### src/rtl/bus_pkg.sv
// bus_pkg: shared state encoding and width constants for the external bus responder
package bus_pkg;
    typedef enum logic [1:0] {
        IDLE = 2'd0,
        T1   = 2'd1,
        T2   = 2'd2
    } state_t;
    localparam int ADDR_W = 32;
    localparam int DATA_W = 32;
    localparam int BE_W = 4;
    localparam int WAIT_W = 8;
    localparam logic [BE_W-1:0] BE_N_IDLE = 4'hF;
endpackage

### src/rtl/bus_cycle_responder_if.sv
// bus_cycle_responder_if: internal request/ready bus plus external pin group
interface bus_cycle_responder_if;
    import bus_pkg::*;
    logic              i_req_valid;
    logic              o_req_ready;
    logic              i_req_write_enable;
    logic [ADDR_W-1:0] i_req_address;
    logic [BE_W-1:0]   i_req_byte_enable;
    logic [DATA_W-1:0] i_req_data_write;
    logic [DATA_W-1:0] o_req_data_read;
    logic              o_req_error;
    logic              o_ads_n;
    logic              o_w_r_n;
    logic              o_m_io_n;
    logic              o_d_c_n;
    logic [ADDR_W-3:0] o_address;
    logic [BE_W-1:0]   o_byte_enable_n;
    logic [DATA_W-1:0] o_data_out;
    logic              o_data_oe;
    logic [DATA_W-1:0] i_data_in;
    logic              i_ready_n;

    modport slave (
        input  i_req_valid, i_req_write_enable, i_req_address, i_req_byte_enable,
               i_req_data_write, i_data_in, i_ready_n,
        output o_req_ready, o_req_data_read, o_req_error, o_ads_n, o_w_r_n, o_m_io_n,
               o_d_c_n, o_address, o_byte_enable_n, o_data_out, o_data_oe
    );
    modport master (
        output i_req_valid, i_req_write_enable, i_req_address, i_req_byte_enable,
               i_req_data_write, i_data_in, i_ready_n,
        input  o_req_ready, o_req_data_read, o_req_error, o_ads_n, o_w_r_n, o_m_io_n,
               o_d_c_n, o_address, o_byte_enable_n, o_data_out, o_data_oe
    );
endinterface

### src/rtl/bus_wait_counter.sv
// bus_wait_counter: T2 wait-state counter; terminal flags the last allowed high sample
module bus_wait_counter
    import bus_pkg::*;
#(
    parameter int TIMEOUT_CYCLES = 255
) (
    input  logic clock,
    input  logic reset,
    input  logic clear,
    input  logic enable,
    output logic terminal
);
    logic [WAIT_W-1:0] count;

    always_ff @(posedge clock or posedge reset)
        if (reset) count <= '0;
        else if (clear) count <= '0;
        else if (enable) count <= count + 1'b1;

    assign terminal = count == WAIT_W'(TIMEOUT_CYCLES - 1);
endmodule

### src/rtl/bus_cycle_responder.sv
// bus_cycle_responder: runs one non-pipelined T1/T2 external bus cycle per internal request
module bus_cycle_responder
    import bus_pkg::*;
#(
    parameter int TIMEOUT_CYCLES = 255
) (
    input logic clock,
    input logic reset,
    bus_cycle_responder_if.slave bus
);
    state_t state;
    logic wait_done;
    logic unused_addr_bits;

    assign unused_addr_bits = ^bus.i_req_address[1:0];
    assign bus.o_m_io_n = 1'b1;
    assign bus.o_d_c_n = 1'b1;

    bus_wait_counter #(.TIMEOUT_CYCLES(TIMEOUT_CYCLES)) u_wait (
        .clock(clock),
        .reset(reset),
        .clear(state == T1),
        .enable(state == T2 && bus.i_ready_n),
        .terminal(wait_done)
    );

    // The pin registers double as the request latches for the duration of the cycle
    always_ff @(posedge clock or posedge reset)
        if (reset) begin
            state <= IDLE;
            bus.o_req_ready <= 1'b0;
            bus.o_req_error <= 1'b0;
            bus.o_req_data_read <= '0;
            bus.o_ads_n <= 1'b1;
            bus.o_w_r_n <= 1'b0;
            bus.o_address <= '0;
            bus.o_byte_enable_n <= BE_N_IDLE;
            bus.o_data_out <= '0;
            bus.o_data_oe <= 1'b0;
        end else begin
            bus.o_req_ready <= 1'b0;
            case (state)
                IDLE: if (bus.i_req_valid) begin
                    if (bus.i_req_byte_enable == '0) begin
                        bus.o_req_ready <= 1'b1;
                        bus.o_req_error <= 1'b0;
                        bus.o_req_data_read <= '0;
                    end else begin
                        state <= T1;
                        bus.o_ads_n <= 1'b0;
                        bus.o_w_r_n <= bus.i_req_write_enable;
                        bus.o_address <= bus.i_req_address[ADDR_W-1:2];
                        bus.o_byte_enable_n <= ~bus.i_req_byte_enable;
                        bus.o_data_oe <= bus.i_req_write_enable;
                        if (bus.i_req_write_enable) bus.o_data_out <= bus.i_req_data_write;
                    end
                end
                T1: begin
                    bus.o_ads_n <= 1'b1;
                    state <= T2;
                end
                T2: if (!bus.i_ready_n || wait_done) begin
                    state <= IDLE;
                    bus.o_req_ready <= 1'b1;
                    bus.o_req_error <= bus.i_ready_n;
                    bus.o_req_data_read <= (bus.i_ready_n || bus.o_w_r_n) ? '0 : bus.i_data_in;
                    bus.o_byte_enable_n <= BE_N_IDLE;
                    bus.o_data_oe <= 1'b0;
                end
                default: state <= IDLE;
            endcase
        end
endmodule

### src/flat_wrapper.sv
// flat-port wrapper written by rule: the top's interface ports become plain ports
module bus_cycle_responder_flat import bus_pkg::*;
#(
    parameter int TIMEOUT_CYCLES = 255
)
  (clock, reset, bus_i_req_valid, bus_i_req_write_enable, bus_i_req_address, bus_i_req_byte_enable, bus_i_req_data_write, bus_i_data_in, bus_i_ready_n, bus_o_req_ready, bus_o_req_data_read, bus_o_req_error, bus_o_ads_n, bus_o_w_r_n, bus_o_m_io_n, bus_o_d_c_n, bus_o_address, bus_o_byte_enable_n, bus_o_data_out, bus_o_data_oe);
  bus_cycle_responder_if bus_i ();
  input logic clock;
  input logic reset;
  input wire logic [$bits(bus_i.i_req_valid)-1:0] bus_i_req_valid;
  input wire logic [$bits(bus_i.i_req_write_enable)-1:0] bus_i_req_write_enable;
  input wire logic [$bits(bus_i.i_req_address)-1:0] bus_i_req_address;
  input wire logic [$bits(bus_i.i_req_byte_enable)-1:0] bus_i_req_byte_enable;
  input wire logic [$bits(bus_i.i_req_data_write)-1:0] bus_i_req_data_write;
  input wire logic [$bits(bus_i.i_data_in)-1:0] bus_i_data_in;
  input wire logic [$bits(bus_i.i_ready_n)-1:0] bus_i_ready_n;
  output wire logic [$bits(bus_i.o_req_ready)-1:0] bus_o_req_ready;
  output wire logic [$bits(bus_i.o_req_data_read)-1:0] bus_o_req_data_read;
  output wire logic [$bits(bus_i.o_req_error)-1:0] bus_o_req_error;
  output wire logic [$bits(bus_i.o_ads_n)-1:0] bus_o_ads_n;
  output wire logic [$bits(bus_i.o_w_r_n)-1:0] bus_o_w_r_n;
  output wire logic [$bits(bus_i.o_m_io_n)-1:0] bus_o_m_io_n;
  output wire logic [$bits(bus_i.o_d_c_n)-1:0] bus_o_d_c_n;
  output wire logic [$bits(bus_i.o_address)-1:0] bus_o_address;
  output wire logic [$bits(bus_i.o_byte_enable_n)-1:0] bus_o_byte_enable_n;
  output wire logic [$bits(bus_i.o_data_out)-1:0] bus_o_data_out;
  output wire logic [$bits(bus_i.o_data_oe)-1:0] bus_o_data_oe;
  assign bus_i.i_req_valid = bus_i_req_valid;
  assign bus_i.i_req_write_enable = bus_i_req_write_enable;
  assign bus_i.i_req_address = bus_i_req_address;
  assign bus_i.i_req_byte_enable = bus_i_req_byte_enable;
  assign bus_i.i_req_data_write = bus_i_req_data_write;
  assign bus_i.i_data_in = bus_i_data_in;
  assign bus_i.i_ready_n = bus_i_ready_n;
  assign bus_o_req_ready = bus_i.o_req_ready;
  assign bus_o_req_data_read = bus_i.o_req_data_read;
  assign bus_o_req_error = bus_i.o_req_error;
  assign bus_o_ads_n = bus_i.o_ads_n;
  assign bus_o_w_r_n = bus_i.o_w_r_n;
  assign bus_o_m_io_n = bus_i.o_m_io_n;
  assign bus_o_d_c_n = bus_i.o_d_c_n;
  assign bus_o_address = bus_i.o_address;
  assign bus_o_byte_enable_n = bus_i.o_byte_enable_n;
  assign bus_o_data_out = bus_i.o_data_out;
  assign bus_o_data_oe = bus_i.o_data_oe;
  bus_cycle_responder #(.TIMEOUT_CYCLES(TIMEOUT_CYCLES)) u_core (.clock(clock), .reset(reset), .bus(bus_i));
endmodule
### config.mk
export PLATFORM = sky130hd
export DESIGN_NAME = bus_cycle_responder_flat
export DESIGN_NICKNAME = d
export VERILOG_FILES = /design/src/rtl/bus_pkg.sv /design/src/rtl/bus_cycle_responder_if.sv /design/src/rtl/bus_wait_counter.sv /design/src/rtl/bus_cycle_responder.sv /design/src/flat_wrapper.sv
export SDC_FILE = /design/constraint.sdc
export NUM_CORES = 1
export LEC_CHECK = 0
export ABC_AREA = 1
export CAP_MARGIN = 10
export CELL_PAD_IN_SITES_DETAIL_PLACEMENT = 1
export CELL_PAD_IN_SITES_GLOBAL_PLACEMENT = 1
export CORE_MARGIN = 5
export CORE_UTILIZATION = 28
export CTS_BUF_LIST = sky130_fd_sc_hd__clkbuf_4
export CTS_CLUSTER_SIZE = 14
export DETAILED_ROUTE_END_ITERATION = 12
export PLACE_DENSITY_LB_ADDON = 0.1
export RECOVER_POWER = 50
export SYNTH_ARGS = -nofsm -noshare
export SYNTH_HDL_FRONTEND = slang
export SYNTH_SLANG_ARGS = --single-unit
export TNS_END_PERCENT = 50
### constraint.sdc
create_clock -name clock -period 3.75 [get_ports clock]
set_input_delay 0.75 -clock clock [delete_from_list [all_inputs] [get_ports clock]]
set_output_delay 0.75 -clock clock [all_outputs]
set_load 0.1 [all_outputs]
Word-level counts from Yosys, hierarchy flattened

Cells that the tools add are included.

Register bits after elaboration: 113
Input bits: 105
Output and inout port bits: 105
Word-level logic and storage cells: 66

$add $sub $neg: 1
Equality and inequality tests: 7
Muxes and demuxes: 30
Bitwise logic cells: 2
Reduce and logical (&&, ||, !) cells: 15

Operators with widths:

| operator                                                                 | number |
|---|---|
| 32-bit two-way mux                                                       | 4 |
| 32-bit one-hot mux with 2 select lines                                   | 1 |
| 8-bit two-way mux                                                        | 2 |
| 4-bit two-way mux                                                        | 3 |
| 4-bit AND reduction                                                      | 3 |
| 1-bit two-way mux                                                        | 11 |
| 3-bit AND reduction                                                      | 3 |
| 8-bit by 1-bit adder with 8-bit output (second input constant)           | 1 |
| 8-bit == test (second input constant)                                    | 1 |
| 1-bit one-hot mux with 2 select lines                                    | 4 |
| 4-bit one-hot mux with 2 select lines                                    | 1 |
| 2-bit two-way mux                                                        | 3 |
| 2-bit inequality test (second input constant)                            | 3 |
| 2-bit one-hot mux with 3 select lines                                    | 1 |
| 2-bit nonzero test                                                       | 3 |
| 4-bit logical NOT                                                        | 1 |
| 4-bit inverter                                                           | 1 |
| 2-bit by 1-bit == test with 1-bit output (second input constant)         | 1 |
| 2-bit == test (second input constant)                                    | 1 |
| 2-bit logical NOT                                                        | 1 |
| 1-bit logical OR                                                         | 2 |
| 2-bit by 1-bit inequality test with 1-bit output (second input constant) | 1 |
| 1-bit logical AND                                                        | 1 |
| 1-bit logical NOT                                                        | 1 |
| 1-bit inverter                                                           | 1 |

Depth between registers and ports, before layout

Gate-level depths: netlist of the first run.

Word-level depth: 4
Depth in mapped cells: 10
Mapped depth without buffers: 9

Hierarchy

From an unflattened synthesis of the first run, not the netlist that was laid out.

Cells, all modules: 539
Area, all modules: 4779.6 µm²

By module, submodules not included:

| module              | times used | cells each | area an instance (µm²) | sequential area each (µm²) |
|---|---|---|---|---|
| bus_cycle_responder | 1          | 479        | 4309.1                 | 2633.8 |
| bus_wait_counter    | 1          | 60         | 470.5                  | 200.2 |

Least setup slack after synthesis of the first run

No wires, ideal clock.

Path kind: reg2out
From: register u_core.bus.o_w_r_n
To: output port bus_o_w_r_n
Arrival time: 0.921 ns
Required time: 3.000 ns
Path slack: 2.079 ns
Cell stages (with the launch flop): 1
Path buffers: 0
Cell sequence: dfrtp_1

RTL lines:

| element                  | line                         | text |
|---|---|---|
| start: declaration       | bus_cycle_responder_if.sv:26 | `output o_req_ready, o_req_data_read, o_req_error, o_ads_n, o_w_r_n, o_m_io_n,` |
| start signal: assignment | bus_cycle_responder.sv:51    | `bus.o_w_r_n <= bus.i_req_write_enable;` |
| end: declaration         | flat_wrapper.sv:21           | `output wire logic [$bits(bus_i.o_w_r_n)-1:0] bus_o_w_r_n;` |

No word-level cell between the ends.

Final worst setup path of the first run

From: input port bus_i_req_valid
To: register u_core.bus.o_address[18] (netlist name)

Cells in the longest elaborated chain, start to end: 1

Ends and longest elaborated chain:

| element                       | line                         | text |
|---|---|---|
| start: declaration            | flat_wrapper.sv:10           | `input wire logic [$bits(bus_i.i_req_valid)-1:0] bus_i_req_valid;` |
| 3-bit AND reduction (no line) | --                           |  |
| end signal: assignment        | bus_cycle_responder.sv:52    | `bus.o_address <= bus.i_req_address[ADDR_W-1:2];` |
| end: declaration              | bus_cycle_responder_if.sv:27 | `o_d_c_n, o_address, o_byte_enable_n, o_data_out, o_data_oe` |

Every way passes these cells.
A chain may end at the register's enable or synchronous reset.

==> metrics.txt, run 1 <==
# TYPE chip_impl_metric gauge
chip_impl_metric{name="yosys.cell_types.count",unit=""} 29
chip_impl_metric{name="synthesis.instances",unit=""} 526
chip_impl_info{name="startpoint_class_of_the_critical_path",value="input pin"} 1
chip_impl_info{name="failed_checks",value="max-capacitance violations"} 1
chip_impl_metric{name="fraction_of_the_cycle_the_final_worst_path_needs",unit="%"} 78.9
chip_impl_metric{name="fin_nets",unit=""} 839
chip_impl_metric{name="required_time_of_the_worst_setup_path",unit="ns"} 4.20
chip_impl_metric{name="worst_setup_hold_path_clk_slew",unit="ns"} 0.10
chip_impl_metric{name="grt_util_all_layers",unit="%"} 15.9
chip_impl_metric{name="drtPass1Iterations",unit=""} 4
chip_impl_info{name="critical-path-slowest-cell",value="clkbuf_1"} 1
chip_impl_metric{name="crit_path_max_fanout",unit=""} 33
chip_impl_metric{name="timing.slew.headroom",unit="%"} 0.492
chip_impl_info{name="crit_path_cell_trace",value="dlygate4sd3_1 > inv_1 > nor2_1 > clkbuf_1 > nand2_1 > nand2_1"} 1
chip_impl_metric{name="final_antenna_diode_count",unit=""} 0
chip_impl_metric{name="cts_repair_resize_count",unit=""} 0
chip_impl_metric{name="htree_levels",unit=""} 4
chip_impl_metric{name="worstSkewPairLatency",unit="ns"} 0.52
chip_impl_metric{name="post_synth.cell_area_avg",unit="sq um"} 8.78
chip_impl_metric{name="grt_first_pass_wirelength",unit="um"} 24500
chip_impl_metric{name="cts_num_sinks",unit=""} 113
chip_impl_metric{name="timing.final.setup_violations",unit=""} 0
chip_impl_metric{name="syn_area",unit="sq mm"} 0.00462
chip_impl_info{name="worst-setup-path-type",value="in -> reg"} 1
chip_impl_metric{name="cts.repair_timing.setup_buffer_count",unit=""} 0
chip_impl_metric{name="fmaxAchievable",unit="MHz"} 338
chip_impl_metric{name="die_span_x",unit="um"} 138
chip_impl_metric{name="cts_buffer_depth",unit=""} 2
chip_impl_metric{name="placementRows",unit=""} 47
chip_impl_metric{name="postRouteAntennaNets",unit=""} 0
chip_impl_metric{name="transition_time_at_the_pin_with_the_least_slew_margin",unit="ns"} 1.48
chip_impl_metric{name="dieArea",unit="sq mm"} 0.0192
chip_impl_metric{name="r2r_depth",unit=""} 6
chip_impl_metric{name="numPortBuffers",unit=""} 205
chip_impl_info{name="cts_tree",value="yes"} 1
chip_impl_metric{name="synth_edf_count",unit=""} 0
chip_impl_metric{name="detailroute.via_count",unit=""} 4200
chip_impl_metric{name="ys_warn_count",unit=""} 0
chip_impl_info{name="cts.root.buffer_cell",value="clkbuf_4"} 1
chip_impl_metric{name="finClkSkew",unit="ns"} 0.0128
chip_impl_metric{name="multi_input_comb_area",unit="sq mm"} 0.00156
chip_impl_metric{name="setup-tns-final",unit="ns"} 0
chip_impl_metric{name="stdcell_area",unit="sq mm"} 0.00708
chip_impl_metric{name="data_arrival_time_of_the_worst_path",unit="ns"} 3.41
chip_impl_info{name="hold_path_startpoint",value="u_core.bus.o_byte_enable_n[3]$_DFFE_PP1P_"} 1
chip_impl_info{name="min-delay-path-class",value="reg -> reg"} 1
chip_impl_metric{name="tritoncts.num_buffers",unit=""} 17
chip_impl_metric{name="io_pins",unit=""} 210
chip_impl_metric{name="initial_core_util",unit="%"} 28.1
chip_impl_metric{name="first_global_vias",unit=""} 4567
chip_impl_info{name="commonest_cells_after_routing_fill_and_taps_aside",value="nand2_1 (299), clkdlybuf4s50_1 (199), dfrtp_1 (108)"} 1
chip_impl_metric{name="holdBufCountCts",unit=""} 0
chip_impl_metric{name="chipHeight",unit="um"} 138
chip_impl_metric{name="area.sequential",unit="sq mm"} 0.00283
chip_impl_metric{name="drv_cap",unit=""} 1
chip_impl_metric{name="post_drt_via_cell_ratio",unit=""} 4.35
chip_impl_info{name="hold_end",value="u_core.bus.o_byte_enable_n[3]$_DFFE_PP1P_"} 1
chip_impl_metric{name="sequential_cell_area_fraction_in_the_yosys_report",unit="%"} 61.4
chip_impl_metric{name="initial_antenna_violation_count",unit=""} 0
chip_impl_metric{name="grt_max_degree",unit=""} 56
chip_impl_metric{name="worst_stage_delay_on_the_critical_path",unit="ns"} 1.06
chip_impl_metric{name="half_perimeter_wire_length_after_detailed_placement",unit="um"} 10900
chip_impl_metric{name="synth_async_sr_flop_share",unit="%"} 100
chip_impl_info{name="synthFlopType",value="dfrtp_1"} 1
chip_impl_metric{name="hold_viol_final",unit=""} 0
chip_impl_info{name="final_common_cell",value="nand2_1"} 1
chip_impl_metric{name="period_needed",unit="ns"} 2.96
chip_impl_metric{name="placement.cell_area",unit="sq mm"} 0.00684
chip_impl_metric{name="wl_per_cell",unit="um"} 15.5
chip_impl_metric{name="global_route.overflow_total",unit=""} 0
chip_impl_metric{name="first_iter_violations",unit=""} 109
chip_impl_info{name="cp_dominant_cell_by_count",value="nand2_1"} 1
chip_impl_metric{name="gpl.final_weighted_congestion",unit=""} 0.769
chip_impl_info{name="outcome",value="finished with violations"} 1
chip_impl_metric{name="layout-area-overhead-vs-synth",unit="%"} 53.3
chip_impl_metric{name="r2r_slack",unit="ns"} 1.16
chip_impl_info{name="setup_repair_after_global_routing_missed_its_margin",value="no"} 1
chip_impl_info{name="crit_path_end_kind",value="flop"} 1
chip_impl_metric{name="drive_gt1_share",unit="%"} 6.17
chip_impl_metric{name="fill_cells",unit=""} 1905
chip_impl_info{name="r2r-start",value="u_core.state[1]$_DFFE_PP0P_"} 1
chip_impl_metric{name="coreArea",unit="sq mm"} 0.0164
chip_impl_metric{name="synth_seq_cells",unit=""} 113
chip_impl_metric{name="slew_viol_final",unit=""} 0
chip_impl_metric{name="detail_route.drc_violations",unit=""} 0
chip_impl_metric{name="routed_wirelength",unit="um"} 14900
chip_impl_info{name="rr_endpoint",value="u_core.bus.o_address[18]$_DFFE_PP0P_"} 1
chip_impl_metric{name="hold_path_depth",unit=""} 2
-- cells in the mapped netlist (2+ instances only) --
| master | n | area [sq um] |
|---|---|---|
| nor2_1 | 11 | 41.3 |
| buf_4 | 2 | 15.0 |
| clkbuf_1 | 6 | 22.5 |
| dfstp_2 | 5 | 131 |
| nand2_4 | 4 | 45.0 |
| inv_1 | 10 | 37.5 |
| buf_2 | 9 | 45.0 |
| buf_6 | 6 | 67.6 |
| nand3_1 | 7 | 35.0 |
| dfrtp_1 | 108 | 2700 |
| o21ai_0 | 34 | 170 |
| a21oi_1 | 2 | 10.0 |
| ha_1 | 2 | 25.0 |
| nand2_1 | 299 | 1120 |
| inv_2 | 4 | 15.0 |
| nand4_1 | 4 | 25.0 |
-- cells by family (layout without fill, tap and decap cells) --
kind of cell               count (synthesis)  after routing  synth area share (%)
and+or+nand+nor                          332            332                  29.0
other                                      1              2                0.0812
DFF                                      113            113                  61.4
AOI/OAI and AO/OA                         40             40                  4.50
buffers and inverters                     38            256                  4.50
adders and majority gates                  2              2                 0.542
-- layer usage --
metal	up-vias	track usage, %	routed length [um]
met3	16	7.18	1260
met1	2015	18.4	6160
met4	0	5.72	272
li1	2034	-	-
met5	-	0	0
met2	135	26.2	7230
-- how the worst max path moves through the flow --
stage | start | endpoint | slack [ns] | cells after the start
2_1_floorplan | reset | u_core.bus.o_address[0]$_DFFE_PP0P_ | 0.02 | 1
3_3_place_gp | bus_i_req_valid | u_core.bus.o_req_data_read[19]$_DFFE_PP0P_ | 0.93 | 8
3_5_place_dp | bus_i_req_valid | u_core.bus.o_req_data_read[28]$_DFFE_PP0P_ | 0.90 | 8
4_1_cts | u_core.bus.o_byte_enable_n[1]$_DFFE_PP1P_ | bus_o_byte_enable_n[1] | 0.70 | 1
5_1_grt | bus_i_req_valid | u_core.bus.o_address[18]$_DFFE_PP0P_ | 0.46 | 6
6_report | bus_i_req_valid | u_core.bus.o_address[18]$_DFFE_PP0P_ | 0.79 | 6
-- per-stage QoR --
| step | hold WS, ns | setup WS (ns) | instances | util, % |
|---|---|---|---|---|
| 2_1_floorplan | 0.500 | 0.0209 | 527 | - |
| 3_3_place_gp | 0.453 | 0.927 | 933 | 41.7 |
| 3_5_place_dp | 0.459 | 0.899 | 933 | 41.7 |
| 4_1_cts | 0.475 | 0.702 | 965 | 43.4 |
| 5_1_grt | 0.495 | 0.458 | 965 | 43.1 |
| 6_report | 0.471 | 0.789 | 965 | 43.1 |
-- cell type report --
class | count | share of cell area (%)
Clock buffer | 17 | 1.80
Clock inverter | 15 | 2.10
Inverter | 14 | 0.760
Multi-Input combinational cell | 376 | 22.1
Sequential cell | 113 | 40.0
Tap cell | 220 | 3.89
Timing Repair Buffer | 210 | 29.3
-- state kept, by name (all words and copies together), names as in the netlist --
signal                      count
u_core.bus.o_req_ready          1
u_core.bus.o_address           30
u_core.bus.o_byte_enable_n      4
u_core.state                    2
u_core.bus.o_w_r_n              1
u_core.bus.o_data_oe            1
u_core.bus.o_req_error          1
u_core.bus.o_data_out          32
u_core.bus.o_ads_n              1
u_core.bus.o_req_data_read     32
u_core.u_wait.count             8
-- worst max-delay path, delay by kind of cell --
| kind | cells | cell delay (ns) |
|---|---|---|
| and+or+nand+nor | 3 | 0.67 |
| buffers and inverters | 3 | 1.96 |
Power of run 1 is left out: the tool's default activity adds up to more than one toggle a clock period on the data nets, which glitch-free logic cannot reach.
==> inputs of run 2 (changes only) <==
==> constraint.sdc (replaced) <==
create_clock -name clock -period 2.4 [get_ports clock]
set_input_delay 0.48 -clock clock [delete_from_list [all_inputs] [get_ports clock]]
set_output_delay 0.48 -clock clock [all_outputs]
set_load 0.1 [all_outputs]
==> run 2 against run 1 <==
Net effect:
- register-to-register slack worse by 0.67 ns
- global-route usage down 0.43 points
- final area decreased by 4.1%
- routed wire length fell by 2.1%
- via count fell by 0.55%
- non-clock buffer count rose by 5
- clock skew rose by 0.0029 ns
- the run now ends clean
- core utilization fell by 1.8 points
- cell count rose by 0.31%
- hold slack better by 0.0076 ns
==> metrics.txt, run 2 (same netlist as run 1, synthesis figures left out) <==
# TYPE chip_impl_metric gauge
chip_impl_metric{name="required_time_of_the_worst_setup_path",unit="ns"} 2.85
chip_impl_metric{name="initial_antenna_violation_count",unit=""} 1
chip_impl_metric{name="transition_time_at_the_pin_with_the_least_slew_margin",unit="ns"} 1.08
chip_impl_info{name="r2r-start",value="u_core.state[1]$_DFFE_PP0P_"} 1
chip_impl_metric{name="worstSkewPairLatency",unit="ns"} 0.52
chip_impl_info{name="worst-setup-path-type",value="reg -> reg"} 1
chip_impl_metric{name="first_global_vias",unit=""} 4531
chip_impl_metric{name="detailroute.via_count",unit=""} 4177
chip_impl_metric{name="half_perimeter_wire_length_after_detailed_placement",unit="um"} 10900
chip_impl_metric{name="initial_core_util",unit="%"} 28.1
chip_impl_info{name="startpoint_class_of_the_critical_path",value="flop"} 1
chip_impl_metric{name="drtPass1Iterations",unit=""} 4
chip_impl_metric{name="chipHeight",unit="um"} 138
chip_impl_metric{name="worst_stage_delay_on_the_critical_path",unit="ns"} 0.43
chip_impl_metric{name="tritoncts.num_buffers",unit=""} 17
chip_impl_metric{name="timing.slew.headroom",unit="%"} 28.0
chip_impl_info{name="cts_tree",value="yes"} 1
chip_impl_metric{name="worst_path_buffer_plus_inverter_count",unit=""} 2
chip_impl_metric{name="dieArea",unit="sq mm"} 0.0192
chip_impl_info{name="final_common_cell",value="nand2_1"} 1
chip_impl_info{name="cts.root.buffer_cell",value="clkbuf_4"} 1
chip_impl_info{name="cp_dominant_cell_by_count",value="nand2_1"} 1
chip_impl_metric{name="data_arrival_time_of_the_worst_path",unit="ns"} 2.36
chip_impl_metric{name="r2r_depth",unit=""} 8
chip_impl_metric{name="drv_cap",unit=""} 0
chip_impl_metric{name="routed_wirelength",unit="um"} 14600
chip_impl_info{name="commonest_cells_after_routing_fill_and_taps_aside",value="nand2_1 (301), buf_4 (109), dfrtp_1 (108)"} 1
chip_impl_info{name="min-delay-path-class",value="reg -> reg"} 1
chip_impl_info{name="outcome",value="completed"} 1
chip_impl_info{name="setup_repair_after_global_routing_missed_its_margin",value="no"} 1
chip_impl_metric{name="r2r_slack",unit="ns"} 0.49
chip_impl_metric{name="hold_viol_final",unit=""} 0
chip_impl_metric{name="cts_buffer_depth",unit=""} 2
chip_impl_info{name="hold_end",value="u_core.bus.o_byte_enable_n[1]$_DFFE_PP1P_"} 1
chip_impl_metric{name="cts.repair_timing.setup_buffer_count",unit=""} 0
chip_impl_metric{name="grt_util_all_layers",unit="%"} 15.5
chip_impl_metric{name="multi_input_comb_area",unit="sq mm"} 0.00156
chip_impl_metric{name="grt_max_degree",unit=""} 72
chip_impl_metric{name="area.sequential",unit="sq mm"} 0.00283
chip_impl_info{name="crit_path_cell_trace",value="nor2_1 > nand2_4 > nor2_8 > nand2_1 > inv_1 > buf_4 > nand2_1 > nand2_1"} 1
chip_impl_metric{name="fmaxAchievable",unit="MHz"} 523
chip_impl_metric{name="final_core_util",unit="%"} 41.4
chip_impl_metric{name="post_drt_via_cell_ratio",unit=""} 4.32
chip_impl_metric{name="layout-area-overhead-vs-synth",unit="%"} 47.0
chip_impl_metric{name="crit_path_max_fanout",unit=""} 18
chip_impl_metric{name="postRouteAntennaNets",unit=""} 0
chip_impl_metric{name="fraction_of_the_cycle_the_final_worst_path_needs",unit="%"} 79.7
chip_impl_metric{name="setup-tns-final",unit="ns"} 0
chip_impl_metric{name="finClkSkew",unit="ns"} 0.0157
chip_impl_info{name="critical-path-slowest-cell",value="dfrtp_1"} 1
chip_impl_info{name="rr_endpoint",value="u_core.bus.o_data_out[11]$_DFFE_PP0P_"} 1
chip_impl_metric{name="hold_slack",unit="ns"} 0.478
chip_impl_metric{name="drive_gt1_share",unit="%"} 20.3
chip_impl_metric{name="first_iter_violations",unit=""} 126
chip_impl_metric{name="placementRows",unit=""} 47
chip_impl_metric{name="io_pins",unit=""} 210
chip_impl_metric{name="holdBufCountCts",unit=""} 0
chip_impl_metric{name="die_span_x",unit="um"} 138
chip_impl_metric{name="fin_nets",unit=""} 844
chip_impl_metric{name="grt_first_pass_wirelength",unit="um"} 23900
chip_impl_metric{name="wl_per_cell",unit="um"} 15.1
chip_impl_metric{name="detail_route.drc_violations",unit=""} 0
chip_impl_metric{name="htree_levels",unit=""} 4
chip_impl_info{name="top_registers",value="u_core.bus.o_data_out: 32 flops, u_core.bus.o_req_data_read: 32 flops, u_core.bus.o_address: 30 flops"} 1
chip_impl_metric{name="hold_path_depth",unit=""} 2
chip_impl_metric{name="coreArea",unit="sq mm"} 0.0164
chip_impl_metric{name="slew_viol_final",unit=""} 0
chip_impl_metric{name="timing.final.setup_violations",unit=""} 0
chip_impl_info{name="hold_path_startpoint",value="u_core.bus.o_byte_enable_n[1]$_DFFE_PP1P_"} 1
chip_impl_metric{name="cts_repair_resize_count",unit=""} 0
chip_impl_metric{name="worst_setup_hold_path_clk_slew",unit="ns"} 0.09
chip_impl_metric{name="cts_num_sinks",unit=""} 113
chip_impl_metric{name="gpl.final_weighted_congestion",unit=""} 0.769
chip_impl_metric{name="global_route.overflow_total",unit=""} 0
chip_impl_metric{name="period_needed",unit="ns"} 1.91
chip_impl_info{name="critical_path.top_delay_family",value="simple AND/OR/NAND/NOR gates"} 1
chip_impl_metric{name="numPortBuffers",unit=""} 205
chip_impl_metric{name="fill_cells",unit=""} 1927
chip_impl_info{name="crit_path_end_kind",value="flop"} 1
## run 2: stage by stage
| step | worst slack [ns] | cells | area, sq um |
|---|---|---|---|
| finish | 0.487 | 968 | 6790 |
| global route | 0.334 | 968 | 6790 |
| CTS | 0.507 | 967 | 6820 |
| detailed placement | 0.269 | 938 | 6630 |
| global placement | 0.323 | 938 | 6630 |
| floorplan | 0.553 | 527 | 4620 |
## run 2: metal layers
metal	global-route usage, %	routed length, um
met1	17.7	5900
met4	4.73	199
met2	25.8	7230
met3	7.49	1290
met5	0	0
## run 2: tightest hold or removal path: cells and delay by family, from the launching register on
kind,cells,cell delay [ns]
and+or+nand+nor,2,0.11
DFF,1,0.38
## run 2: worst max path at each step
| stage | start | end | depth (start not counted) |
|---|---|---|---|
| after CTS | u_core.bus.o_byte_enable_n[1]$_DFFE_PP1P_ | bus_o_byte_enable_n[1] | 1 |
| after global routing | u_core.state[1]$_DFFE_PP0P_ | u_core.bus.o_data_out[4]$_DFFE_PP0P_ | 8 |
| after floorplan | reset | u_core.bus.o_address[0]$_DFFE_PP0P_ | 1 |
| after detailed placement | bus_i_req_valid | u_core.bus.o_req_data_read[21]$_DFFE_PP0P_ | 8 |
| final | u_core.state[1]$_DFFE_PP0P_ | u_core.bus.o_data_out[11]$_DFFE_PP0P_ | 8 |
| after global placement | bus_i_req_valid | u_core.bus.o_req_data_read[6]$_DFFE_PP0P_ | 8 |
## run 2: cell type report
class / count / share of cell area (%)
Inverter: 14 / 0.792
Multi-Input combinational cell: 376 / 23.0
Clock buffer: 18 / 1.99
Timing Repair Buffer: 215 / 27.6
Antenna cell: 1 / 0.0369
Sequential cell: 113 / 41.7
Clock inverter: 11 / 0.756
Tap cell: 220 / 4.05
Power of run 2 is left out for the same reason.
==> inputs of run 3 (changes only) <==
--- a/config.mk
+++ b/config.mk
@@ -10,7 +10,7 @@
 export CELL_PAD_IN_SITES_DETAIL_PLACEMENT = 1
 export CELL_PAD_IN_SITES_GLOBAL_PLACEMENT = 1
 export CORE_MARGIN = 5
-export CORE_UTILIZATION = 28
+export CORE_UTILIZATION = 31
 export CTS_BUF_LIST = sky130_fd_sc_hd__clkbuf_4
 export CTS_CLUSTER_SIZE = 14
 export DETAILED_ROUTE_END_ITERATION = 12
==> constraint.sdc (replaced) <==
create_clock -name clock -period 1.8 [get_ports clock]
set_input_delay 0.36 -clock clock [delete_from_list [all_inputs] [get_ports clock]]
set_output_delay 0.36 -clock clock [all_outputs]
set_load 0.1 [all_outputs]
==> run 3 against run 2 <==
Net effect:
- maximum frequency up 17%
- critical path depth up 1
- cell count down 2.4%
- sequential share of layout area down 7.2 points
- final area up 21%
- core utilization up 15 points
- via count up 2.2%
- flip-flop and latch count unchanged
- routed wire length up 4.5%
- register-to-register slack worse by 0.32 ns
- non-clock buffer count up 11
- highest routed layer unchanged
==> metrics.txt, run 3 (same netlist as run 1, synthesis figures left out) <==
# TYPE chip_impl_metric gauge
chip_impl_metric{name="chipHeight",unit="um"} 132
chip_impl_metric{name="htree_levels",unit=""} 4
chip_impl_metric{name="coreArea",unit="sq mm"} 0.0146
chip_impl_metric{name="initial_antenna_violation_count",unit=""} 0
chip_impl_metric{name="die_span_x",unit="um"} 132
chip_impl_metric{name="grt_max_degree",unit=""} 37
chip_impl_metric{name="cts_num_sinks",unit=""} 113
chip_impl_info{name="grt_busiest_layer",value="met2"} 1
chip_impl_metric{name="final_core_util",unit="%"} 56.2
chip_impl_metric{name="drtPass1Iterations",unit=""} 4
chip_impl_info{name="outcome",value="completed"} 1
chip_impl_metric{name="stdcell_area",unit="sq mm"} 0.00819
chip_impl_metric{name="worst_stage_delay_on_the_critical_path",unit="ns"} 0.40
chip_impl_metric{name="placementRows",unit=""} 44
chip_impl_info{name="worst-setup-path-type",value="reg -> reg"} 1
chip_impl_metric{name="cts_repair_resize_count",unit=""} 0
chip_impl_metric{name="global_route.usage.met2",unit="%"} 30.2
chip_impl_metric{name="data_arrival_time_of_the_worst_path",unit="ns"} 2.04
chip_impl_info{name="startpoint_class_of_the_critical_path",value="flop"} 1
chip_impl_metric{name="period_needed",unit="ns"} 1.64
chip_impl_info{name="critical-path-slowest-cell",value="dfrtp_1"} 1
chip_impl_metric{name="grt_util_all_layers",unit="%"} 18.1
chip_impl_metric{name="fmaxAchievable",unit="MHz"} 611
chip_impl_info{name="cts_tree",value="yes"} 1
chip_impl_metric{name="initial_core_util",unit="%"} 31.6
chip_impl_metric{name="global_route.overflow_total",unit=""} 0
chip_impl_metric{name="post_drt_via_cell_ratio",unit=""} 4.52
chip_impl_metric{name="drv_cap",unit=""} 0
chip_impl_metric{name="gpl.final_weighted_congestion",unit=""} 0.769
chip_impl_info{name="cp_dominant_cell_by_count",value="nand2_1"} 1
chip_impl_metric{name="setup_ws",unit="ns"} 0.163
chip_impl_metric{name="area.sequential",unit="sq mm"} 0.00283
chip_impl_metric{name="tritoncts.num_buffers",unit=""} 17
chip_impl_metric{name="final_antenna_diode_count",unit=""} 0
chip_impl_metric{name="slew_viol_final",unit=""} 0
chip_impl_info{name="min-delay-path-class",value="in -> async"} 1
chip_impl_metric{name="worstSkewPairLatency",unit="ns"} 0.53
chip_impl_info{name="commonest_cells_after_routing_fill_and_taps_aside",value="nand2_1 (300), buf_12 (108), dfrtp_1 (108)"} 1
chip_impl_metric{name="transition_time_at_the_pin_with_the_least_slew_margin",unit="ns"} 0.818
chip_impl_info{name="setup_repair_after_global_routing_missed_its_margin",value="no"} 1
chip_impl_metric{name="timing.slew.headroom",unit="%"} 45.5
chip_impl_metric{name="timing.final.setup_violations",unit=""} 0
chip_impl_metric{name="wl_per_cell",unit="um"} 16.2
chip_impl_metric{name="cts.repair_timing.setup_buffer_count",unit=""} 0
chip_impl_metric{name="fraction_of_the_cycle_the_final_worst_path_needs",unit="%"} 90.9
chip_impl_metric{name="groute.layer.met3.usage",unit="%"} 8.24
chip_impl_metric{name="cts_buffer_depth",unit=""} 2
chip_impl_info{name="top_registers",value="u_core.bus.o_data_out: 32 flops, u_core.bus.o_req_data_read: 32 flops, u_core.bus.o_address: 30 flops"} 1
chip_impl_metric{name="fin_nets",unit=""} 855
chip_impl_metric{name="grtUsageMet1",unit="%"} 20.7
chip_impl_metric{name="half_perimeter_wire_length_after_detailed_placement",unit="um"} 12000
chip_impl_info{name="cts.root.buffer_cell",value="clkbuf_4"} 1
chip_impl_metric{name="routed_wirelength",unit="um"} 15300
chip_impl_metric{name="hold_viol_final",unit=""} 0
chip_impl_metric{name="grt_first_pass_wirelength",unit="um"} 25400
chip_impl_info{name="crit_path_end_kind",value="flop"} 1
chip_impl_metric{name="detail_route.drc_violations",unit=""} 0
chip_impl_metric{name="layout-area-overhead-vs-synth",unit="%"} 77.5
chip_impl_metric{name="holdBufCountCts",unit=""} 0
chip_impl_info{name="final_common_cell",value="nand2_1"} 1
chip_impl_metric{name="pre_cts_ws",unit="ns"} -0.138
chip_impl_metric{name="first_global_vias",unit=""} 4724
chip_impl_metric{name="setup-tns-final",unit="ns"} 0
chip_impl_info{name="crit_path_cell_trace",value="inv_1 > ha_1 > inv_1 > nor2_1 > nand2_1 > nand2_4 > nand2_4 > nand2_1 > nand2_1"} 1
chip_impl_metric{name="postRouteAntennaNets",unit=""} 0
chip_impl_metric{name="dieArea",unit="sq mm"} 0.0174
chip_impl_metric{name="detailroute.via_count",unit=""} 4270
chip_impl_metric{name="io_pins",unit=""} 210
chip_impl_metric{name="fill_cells",unit=""} 1657
chip_impl_metric{name="worst_setup_hold_path_clk_slew",unit="ns"} 0.11
chip_impl_metric{name="required_time_of_the_worst_setup_path",unit="ns"} 2.21
chip_impl_metric{name="multi_input_comb_area",unit="sq mm"} 0.00156
chip_impl_metric{name="drive_gt1_share",unit="%"} 21.0
chip_impl_metric{name="crit_path_max_fanout",unit=""} 34
chip_impl_metric{name="finClkSkew",unit="ns"} 0.0161
chip_impl_metric{name="placement.cell_area",unit="sq mm"} 0.00802
chip_impl_metric{name="first_iter_violations",unit=""} 151
chip_impl_metric{name="numPortBuffers",unit=""} 205
run 3: worst max-delay path, delay by kind of cell (launching register included):
| family | cells | cell delay [ns] |
|---|---|---|
| adders and majority gates | 1 | 0.17 |
| buffers and inverters | 2 | 0.18 |
| DFF | 1 | 0.40 |
| and+or+nand+nor | 6 | 0.78 |
run 3: final timing paths:
path                            cells after the start  slack [ns]                                         end                                       from
worst max-delay path                                9        0.16  u_core.bus.o_req_data_read[21]$_DFFE_PP0P_         u_core.u_wait.count[0]$_DFFE_PP0P_
worst min-delay path                                2        0.34   u_core.bus.o_req_data_read[0]$_DFFE_PP0P_                                      reset
worst max register to register                      9        0.16  u_core.bus.o_req_data_read[21]$_DFFE_PP0P_         u_core.u_wait.count[0]$_DFFE_PP0P_
worst min register to register                      2        0.49   u_core.bus.o_byte_enable_n[2]$_DFFE_PP1P_  u_core.bus.o_byte_enable_n[2]$_DFFE_PP1P_
max in group asynchronous                           3        0.26        u_core.bus.o_address[25]$_DFFE_PP0P_                                      reset
min in group clock                                  3        0.35       u_core.bus.o_data_out[25]$_DFFE_PP0P_                   bus_i_req_data_write[25]
run 3: through the flow:
stage	hold WS, ns	std cells
detailed placement	0.478	913
floorplan	0.470	527
global route	0.311	945
CTS	0.111	945
global placement	0.476	913
finish	0.340	945
run 3: final cells by class:
cell class	count	area share, %
sequential	113	34.6
clock inverter	14	1.21
inverter	14	0.657
timing repair buffer	226	40.1
clock buffer	18	1.65
multi-input combinational	376	19.0
tap	184	2.81
run 3: metal layers:
layer / wire length [um] / vias to the layer above / share of wire [%]
met5: 0 / - / 0
met4: 274 / 0 / 1.8
met3: 1340 / 20 / 8.8
met2: 7700 / 137 / 50
met1: 5950 / 2041 / 39
li1: - / 2072 / -
Power of run 3 is left out for the same reason.
